--- src/rtl/axis_switch_1xn_pkt.sv ---
// 1-to-N AXI-Stream packet switch: routes a packet by tdest (or broadcasts to enabled masters),
// locks the route for the whole packet, and drops packets whose route mask is empty.
module axis_switch_1xn_pkt #(
  parameter int DATAW = 24,
  parameter int NUM_M = 4,
  parameter int DESTW = 4,
  parameter int BCAST = 0
) (
  input  logic                       aclk,
  input  logic                       aresetn,
  input  logic [NUM_M-1:0]           m_en,
  input  logic [DATAW-1:0]           s_axis_tdata,
  input  logic                       s_axis_tvalid,
  output logic                       s_axis_tready,
  input  logic                       s_axis_tuser,
  input  logic                       s_axis_tlast,
  input  logic [DATAW/8-1:0]         s_axis_tstrb,
  input  logic [DATAW/8-1:0]         s_axis_tkeep,
  input  logic                       s_axis_tid,
  input  logic [DESTW-1:0]           s_axis_tdest,
  output logic [NUM_M*DATAW-1:0]     m_axis_tdata,
  output logic [NUM_M-1:0]           m_axis_tvalid,
  input  logic [NUM_M-1:0]           m_axis_tready,
  output logic [NUM_M-1:0]           m_axis_tuser,
  output logic [NUM_M-1:0]           m_axis_tlast,
  output logic [NUM_M-1:0]           m_axis_tid,
  output logic [NUM_M*DATAW/8-1:0]   m_axis_tstrb,
  output logic [NUM_M*DATAW/8-1:0]   m_axis_tkeep,
  output logic [NUM_M*DESTW-1:0]     m_axis_tdest,
  output logic                       busy,
  output logic [15:0]                drop_cnt
);

  localparam int KW = DATAW / 8;

  typedef enum logic {IDLE = 1'b0, PKT = 1'b1} state_t;

  state_t               state_q, state_d;
  logic [NUM_M-1:0]     mask_q, mask_d;
  logic [NUM_M-1:0]     calc_mask, cur_mask, free, load;
  logic                 rdy_en_q;
  logic                 hs;
  logic [15:0]          drop_q;

  logic [NUM_M-1:0]       vld_q, user_q, last_q, id_q;
  logic [NUM_M*DATAW-1:0] data_q;
  logic [NUM_M*KW-1:0]    strb_q, keep_q;
  logic [NUM_M*DESTW-1:0] dest_q;

  function automatic logic [NUM_M-1:0] route_mask(input logic [NUM_M-1:0] en,
                                                  input logic [DESTW-1:0] dest);
    logic [NUM_M-1:0] m;
    m = '0;
    if (BCAST != 0) begin
      m = en;
    end else begin
      for (int i = 0; i < NUM_M; i++) begin
        if (dest == DESTW'(i)) m[i] = en[i];
      end
    end
    return m;
  endfunction

  function automatic logic [15:0] sat_inc(input logic [15:0] c);
    return (c == 16'hFFFF) ? c : c + 16'd1;
  endfunction

  assign calc_mask = route_mask(m_en, s_axis_tdest);
  assign cur_mask  = (state_q == PKT) ? mask_q : calc_mask;
  assign free      = ~vld_q | m_axis_tready;

  // rdy_en_q keeps tready low until the first edge after reset release
  assign s_axis_tready = rdy_en_q & (&(free | ~cur_mask));
  assign hs            = s_axis_tvalid & s_axis_tready;
  assign load          = cur_mask & {NUM_M{hs}};

  always_ff @(posedge aclk or negedge aresetn) begin
    if (!aresetn) begin
      state_q <= IDLE;
      mask_q  <= '0;
    end else begin
      state_q <= state_d;
      mask_q  <= mask_d;
    end
  end

  always_comb begin
    state_d = state_q;
    mask_d  = mask_q;
    case (state_q)
      IDLE: if (hs && !s_axis_tlast) begin
        state_d = PKT;
        mask_d  = calc_mask;
      end
      PKT: if (hs && s_axis_tlast) begin
        state_d = IDLE;
        mask_d  = '0;
      end
      default: begin
        state_d = IDLE;
        mask_d  = '0;
      end
    endcase
  end

  always_comb begin
    busy = (state_q == PKT);
  end

  always_ff @(posedge aclk or negedge aresetn) begin
    if (!aresetn) begin
      rdy_en_q <= 1'b0;
      drop_q   <= '0;
    end else begin
      rdy_en_q <= 1'b1;
      if (hs && s_axis_tlast && (cur_mask == '0)) drop_q <= sat_inc(drop_q);
    end
  end

  // One output register per master; a held beat only leaves on its own handshake
  always_ff @(posedge aclk or negedge aresetn) begin
    if (!aresetn) begin
      vld_q  <= '0;
      user_q <= '0;
      last_q <= '0;
      id_q   <= '0;
      data_q <= '0;
      strb_q <= '0;
      keep_q <= '0;
      dest_q <= '0;
    end else begin
      for (int i = 0; i < NUM_M; i++) begin
        if (load[i]) begin
          vld_q[i]                  <= 1'b1;
          user_q[i]                 <= s_axis_tuser;
          last_q[i]                 <= s_axis_tlast;
          id_q[i]                   <= s_axis_tid;
          data_q[i*DATAW +: DATAW]  <= s_axis_tdata;
          strb_q[i*KW +: KW]        <= s_axis_tstrb;
          keep_q[i*KW +: KW]        <= s_axis_tkeep;
          dest_q[i*DESTW +: DESTW]  <= s_axis_tdest;
        end else if (m_axis_tready[i]) begin
          vld_q[i] <= 1'b0;
        end
      end
    end
  end

  assign m_axis_tvalid = vld_q;
  assign m_axis_tdata  = data_q;
  assign m_axis_tuser  = user_q;
  assign m_axis_tlast  = last_q;
  assign m_axis_tid    = id_q;
  assign m_axis_tstrb  = strb_q;
  assign m_axis_tkeep  = keep_q;
  assign m_axis_tdest  = dest_q;
  assign drop_cnt      = drop_q;

endmodule
--- config.mk ---
export PLATFORM = sky130hd
export DESIGN_NAME = axis_switch_1xn_pkt
export DESIGN_NICKNAME = d
export VERILOG_FILES = /design/src/rtl/axis_switch_1xn_pkt.sv
export SDC_FILE = /design/constraint.sdc
export NUM_CORES = 1
export LEC_CHECK = 0
export BUFFER_PORTS_ARGS = -buffer_cell sky130_fd_sc_hd__buf_2
export CORE_MARGIN = 5
export CORE_UTILIZATION = 30
export DETAILED_ROUTE_END_ITERATION = 7
export PLACE_DENSITY_LB_ADDON = 0.3
export SYNTH_ARGS = -nofsm -noshare
export SYNTH_HDL_FRONTEND = slang
export SYNTH_SLANG_ARGS = --single-unit
--- constraint.sdc ---
create_clock -name aclk -period 4.4 [get_ports aclk]
set_clock_uncertainty 0.1 [all_clocks]
set_input_delay 0.88 -clock aclk [delete_from_list [all_inputs] [get_ports aclk]]
set_output_delay 0.88 -clock aclk [all_outputs]
set_load 0.02 [all_outputs]
==> results.md <==
- The flow ran to the end, and the final reports show no timing, DRC or antenna violations.
- After synthesis the netlist holds a flip-flop and latch count of about 170.
- The region available for standard cell placement spans 23300 um2.
- The first-pass iteration count of the detailed router is 6.
- The share of synthesized area spent on multiplexers is 26.4%.
- The achievable frequency is roughly 330 MHz.
- Measured along the x axis, the die boundary spans 163 um.
- The HPWL after detailed placement is approximately 12000 um.
- The clock passes through at most 2 buffers.
- The total overflow left after global routing is 0.
- The adder-cell area share of the yosys netlist is less than 1%.
- The final core utilization is 38.9%.
- The buffer and inverter count on the worst path is 2.
- Across the run, the number of max-cap violations was 0.
- The number of levels in the clock H-tree is 4.
- The via total after detailed routing is 4411.
- The type of origin of the critical path is a primary input.
- The number of resized instances in the post-cts repair step is 0.
- The library cell used most frequently in the layout, excluding fill and tap cells, is buf_2.
- The class of the most critical setup path is primary input to primary output.
- The remaining number of nets flagged by the antenna check after routing is 0.
- On the final layout, the worst hold slack is between 0.3 and 0.4 ns.
- Clock tree synthesis selected as its root buffer the cell clkbuf_16.
- Of the total power, registers draw 44.7%.
- The sum of negative setup slack is 0 ns.
- Post-CTS timing repair inserted 0 buffers for setup.
- Each instance of the synthesized netlist takes up on average 15.8 um2.
- Headroom to the max-slew limit came out at 38.2%.
- For the worst setup path, the data required time is 3.42 ns.
- The dominant combinational cell family by area after synthesis is multiplexers.
- The worst-case vdd ir drop is 0.209 mV.
- The die extent in y is 163 um.
- The final layout contains routed wiring with a total length of between 15000 and 20000 um.
- Counting the fill cells in the layout gives 2262.
- The latest clock arrival within the worst-skew pair is between 0.4 and 0.5 ns.
- The share of layout cells above drive strength 1 is 59.0%.
- The final setup violation count is 0.
- In this run switching power makes up 30.7% of total power.
- The weighted congestion reported at the end of routability-driven placement is 0.717.
- Global routing consumed, over all layers together, 13.1% of the routing resources.
- After the first detailed-routing iteration, the DRC count stood at 131.
- The kind of cell with the highest combined delay along the critical path is simple AND/OR/NAND/NOR gates.
- The net switching power figure is 1.36 mW.
- The synthesized netlist occupies a cell area of 7060 um2.
- Data on the critical path arrives at its endpoint at 2.08 ns.
- The synthesis-to-layout area growth is 28.5%.
- The number of global-route vias before repair came to 4542.
- The pin count of the biggest net entering global routing is 87.
- The synthesized netlist devotes 5.33% of its cell area to simple gates.
- The final total power is 4.43 mW.
- The clock period could shrink to 3.06 ns.
- The detailed-route DRC error count is 0.
- During synthesis, Yosys emitted a total of 0 warnings.
- The wire length of the first global-routing pass is 27200 um.
- The period utilization is 69.4%.
- The post-synthesis cell type with the largest combined area is dfrtp_1.
- The die covers 26700 um2.
- Synthesis produced a netlist whose cell count is 447.
- For this design the ratio of total power to cell area is slightly below 500 nW/um2.
- Input and output buffers added on the ports amount to 217.
- For this run, the slowest stage of the critical path takes roughly 0.54 ns.
- Among all stages on the critical path, the largest delay is contributed by or4bb_1.
- The number of clock sinks seen by CTS is 174.
- The post-synthesis compound-gate area fraction is 1.68%.
- The internal power is 3.07 mW.
- Of the synthesized area, sequential elements account for roughly 62%.
- The top cell types in the final layout, fill and taps aside, are 216 x buf_2, 174 x dfrtp_1, 98 x mux2_2.
- The net count of the finished layout is 721.
- After Yosys synthesis, XOR and XNOR cells account for ~2.0% of the synthesized area.
- The mean number of vias per cell is roughly 4.4.
- The min-delay analysis places its worst path in the category flip-flop to flip-flop.
- Yosys attributes the largest share of cell area to dfrtp_1 62%, mux2_2 16%, mux2_4 8.1%.
- Synthesis produced a netlist with a net count of 496.
- For this design the static power due to leakage is 5.04 nW.
- Buffers inserted to repair hold after CTS numbered 0.
- The most numerous cell type found on the critical path is buf_2.
- 0 antenna diodes ended up in the layout.
- The number of library cell types mapped by synthesis is 42.
- Setup repair after global routing left no endpoint under its margin.
- The number of antenna violations at the first check in global routing came to 2.
- The combinational power share is a little over a fifth.
- The element type at the critical path end is a primary output.
- The clock network accounts for 34.1% of the total power.
- In this run the worst path has a maximum fanout of 13.
- The slew of the pin with the lowest slew margin is 0.924 ns.
- The critical path goes through buf_2 -> or4bb_1 -> a21oi_2 -> nor4b_1 -> buf_2.
- The floorplan has 56 rows.
- The clock transition time at the flip-flop clock pins of the worst setup and hold paths is ~0.07 ns.
- The number of endpoints with negative hold slack in the final report came to 0.
- The count of pins on the block boundary is 218.
- The max-slew violation count is 0.
- The clock tree from TritonCTS is yes.
- The detail-routed net length per standard cell is 17.2 um.
- Once the floorplan was initialized, standard cells occupied slightly above 30% of the core.
- After synthesis, the largest area contributor takes up 61.6% of total cell area.
- Clock tree synthesis inserted a total of 17 buffers.
metal layers:
metal	track usage (%)	share of wire, %	vias up
met5	0	0.20	-
met4	2.86	0.69	4
met3	4.67	7.6	9
met2	20.2	46	136
met1	17.7	45	2226
li1	-	-	2036
kinds of logic after synthesis:
group | count (synthesis)
AO/OA/AOI/OAI | 16
XOR/XNOR | 16
adder cells (fa/ha/maj) | 1
buffers and inverters | 24
flip-flops | 174
multiplexers | 153
other | 1
AND/OR/NAND/NOR | 62
worst reg2reg max path: cells and delay by family (launching register included):
kind	cells	cell delay, ns
AO/OA/AOI/OAI	1	0.05
buffers and inverters	1	0.35
flip-flops	1	0.54
multiplexers	1	0.32
AND/OR/NAND/NOR	3	1.34
cells in the mapped netlist:
master,count
a21o_1,2
a21oi_1,3
a21oi_2,2
a41oi_1,1
and2_1,2
and3_1,3
and4_1,1
buf_2,5
buf_6,13
conb_1,1
dfrtp_1,174
ha_1,1
inv_1,6
mux2_1,16
mux2_2,98
mux2_4,38
mux2i_1,1
nand2_1,14
nand2b_1,3
nand3_1,5
nand3b_1,4
nand4_1,5
nand4b_1,2
nand4bb_1,1
nor2_1,9
nor3_1,3
nor3b_1,1
nor3b_2,1
nor4_1,1
nor4_2,1
nor4b_1,1
o211a_1,1
o211ai_2,1
o21ai_0,4
o21ai_2,1
o221a_2,1
or3_1,1
or4_4,1
or4b_4,1
or4bb_1,2
xnor2_1,9
xor2_1,7
state kept, by name, indices dropped and copies added, names as in the netlist, named ones only:
| name | flops |
|---|---|
| m_axis_tdata | 96 |
| drop_cnt | 16 |
| m_axis_tdest | 16 |
| m_axis_tkeep | 12 |
| m_axis_tstrb | 12 |
| m_axis_tid | 4 |
| m_axis_tlast | 4 |
| m_axis_tuser | 4 |
| m_axis_tvalid | 4 |
| mask_q | 4 |
| rdy_en_q | 1 |
final cells by class:
type / instances / area [um2] / share of cell area (%)
inverters: 6 / 22.5 / 0.248
flip-flops and latches: 174 / 4350 / 48.0
clock buffers: 17 / 425 / 4.69
multi-input cells: 249 / 2530 / 27.9
clock inverters: 15 / 160 / 1.76
repair buffers: 224 / 1180 / 13.0
well taps: 319 / 399 / 4.40
path summary, 6_finish.rpt:
| kind | slack (ns) | cells after the start | end | startpoint |
|---|---|---|---|---|
| max in group asynchronous | 2.90 | 2 | m_axis_tid[3]$_DFFE_PN0P_ | aresetn |
| worst max-delay path | 1.34 | 5 | s_axis_tready | s_axis_tdest[1] |
| worst min register to register | 0.39 | 1 | m_axis_tkeep[1]$_DFFE_PN0P_ | m_axis_tkeep[1]$_DFFE_PN0P_ |
| worst max register to register | 1.57 | 6 | m_axis_tdata[91]$_DFFE_PN0P_ | flip-flop |
| min in group asynchronous | 0.42 | 1 | drop_cnt[4]$_DFFE_PN0P_ | aresetn |
| worst min-delay path | 0.39 | 1 | m_axis_tkeep[1]$_DFFE_PN0P_ | m_axis_tkeep[1]$_DFFE_PN0P_ |
metrics by stage:
step	setup WS (ns)	cells	area, um2
6_report	1.34	1004	9070
5_1_grt	1.26	1004	9070
4_1_cts	1.33	1004	9070
3_5_place_dp	0.983	972	8490
3_3_place_gp	1.01	972	8490
2_1_floorplan	1.43	447	7060
power by group through the flow:
stage | combinational (mW) | clock, mW | sequential [mW]
floorplan | 0.271 | 0 | 2.29
global placement | 0.945 | 0 | 2.01
detailed placement | 0.956 | 0 | 2.01
CTS | 0.956 | 1.58 | 1.98
global route | 1.01 | 1.64 | 2.01
finish | 0.938 | 1.51 | 1.98
Power figures use the tool's default switching activity.
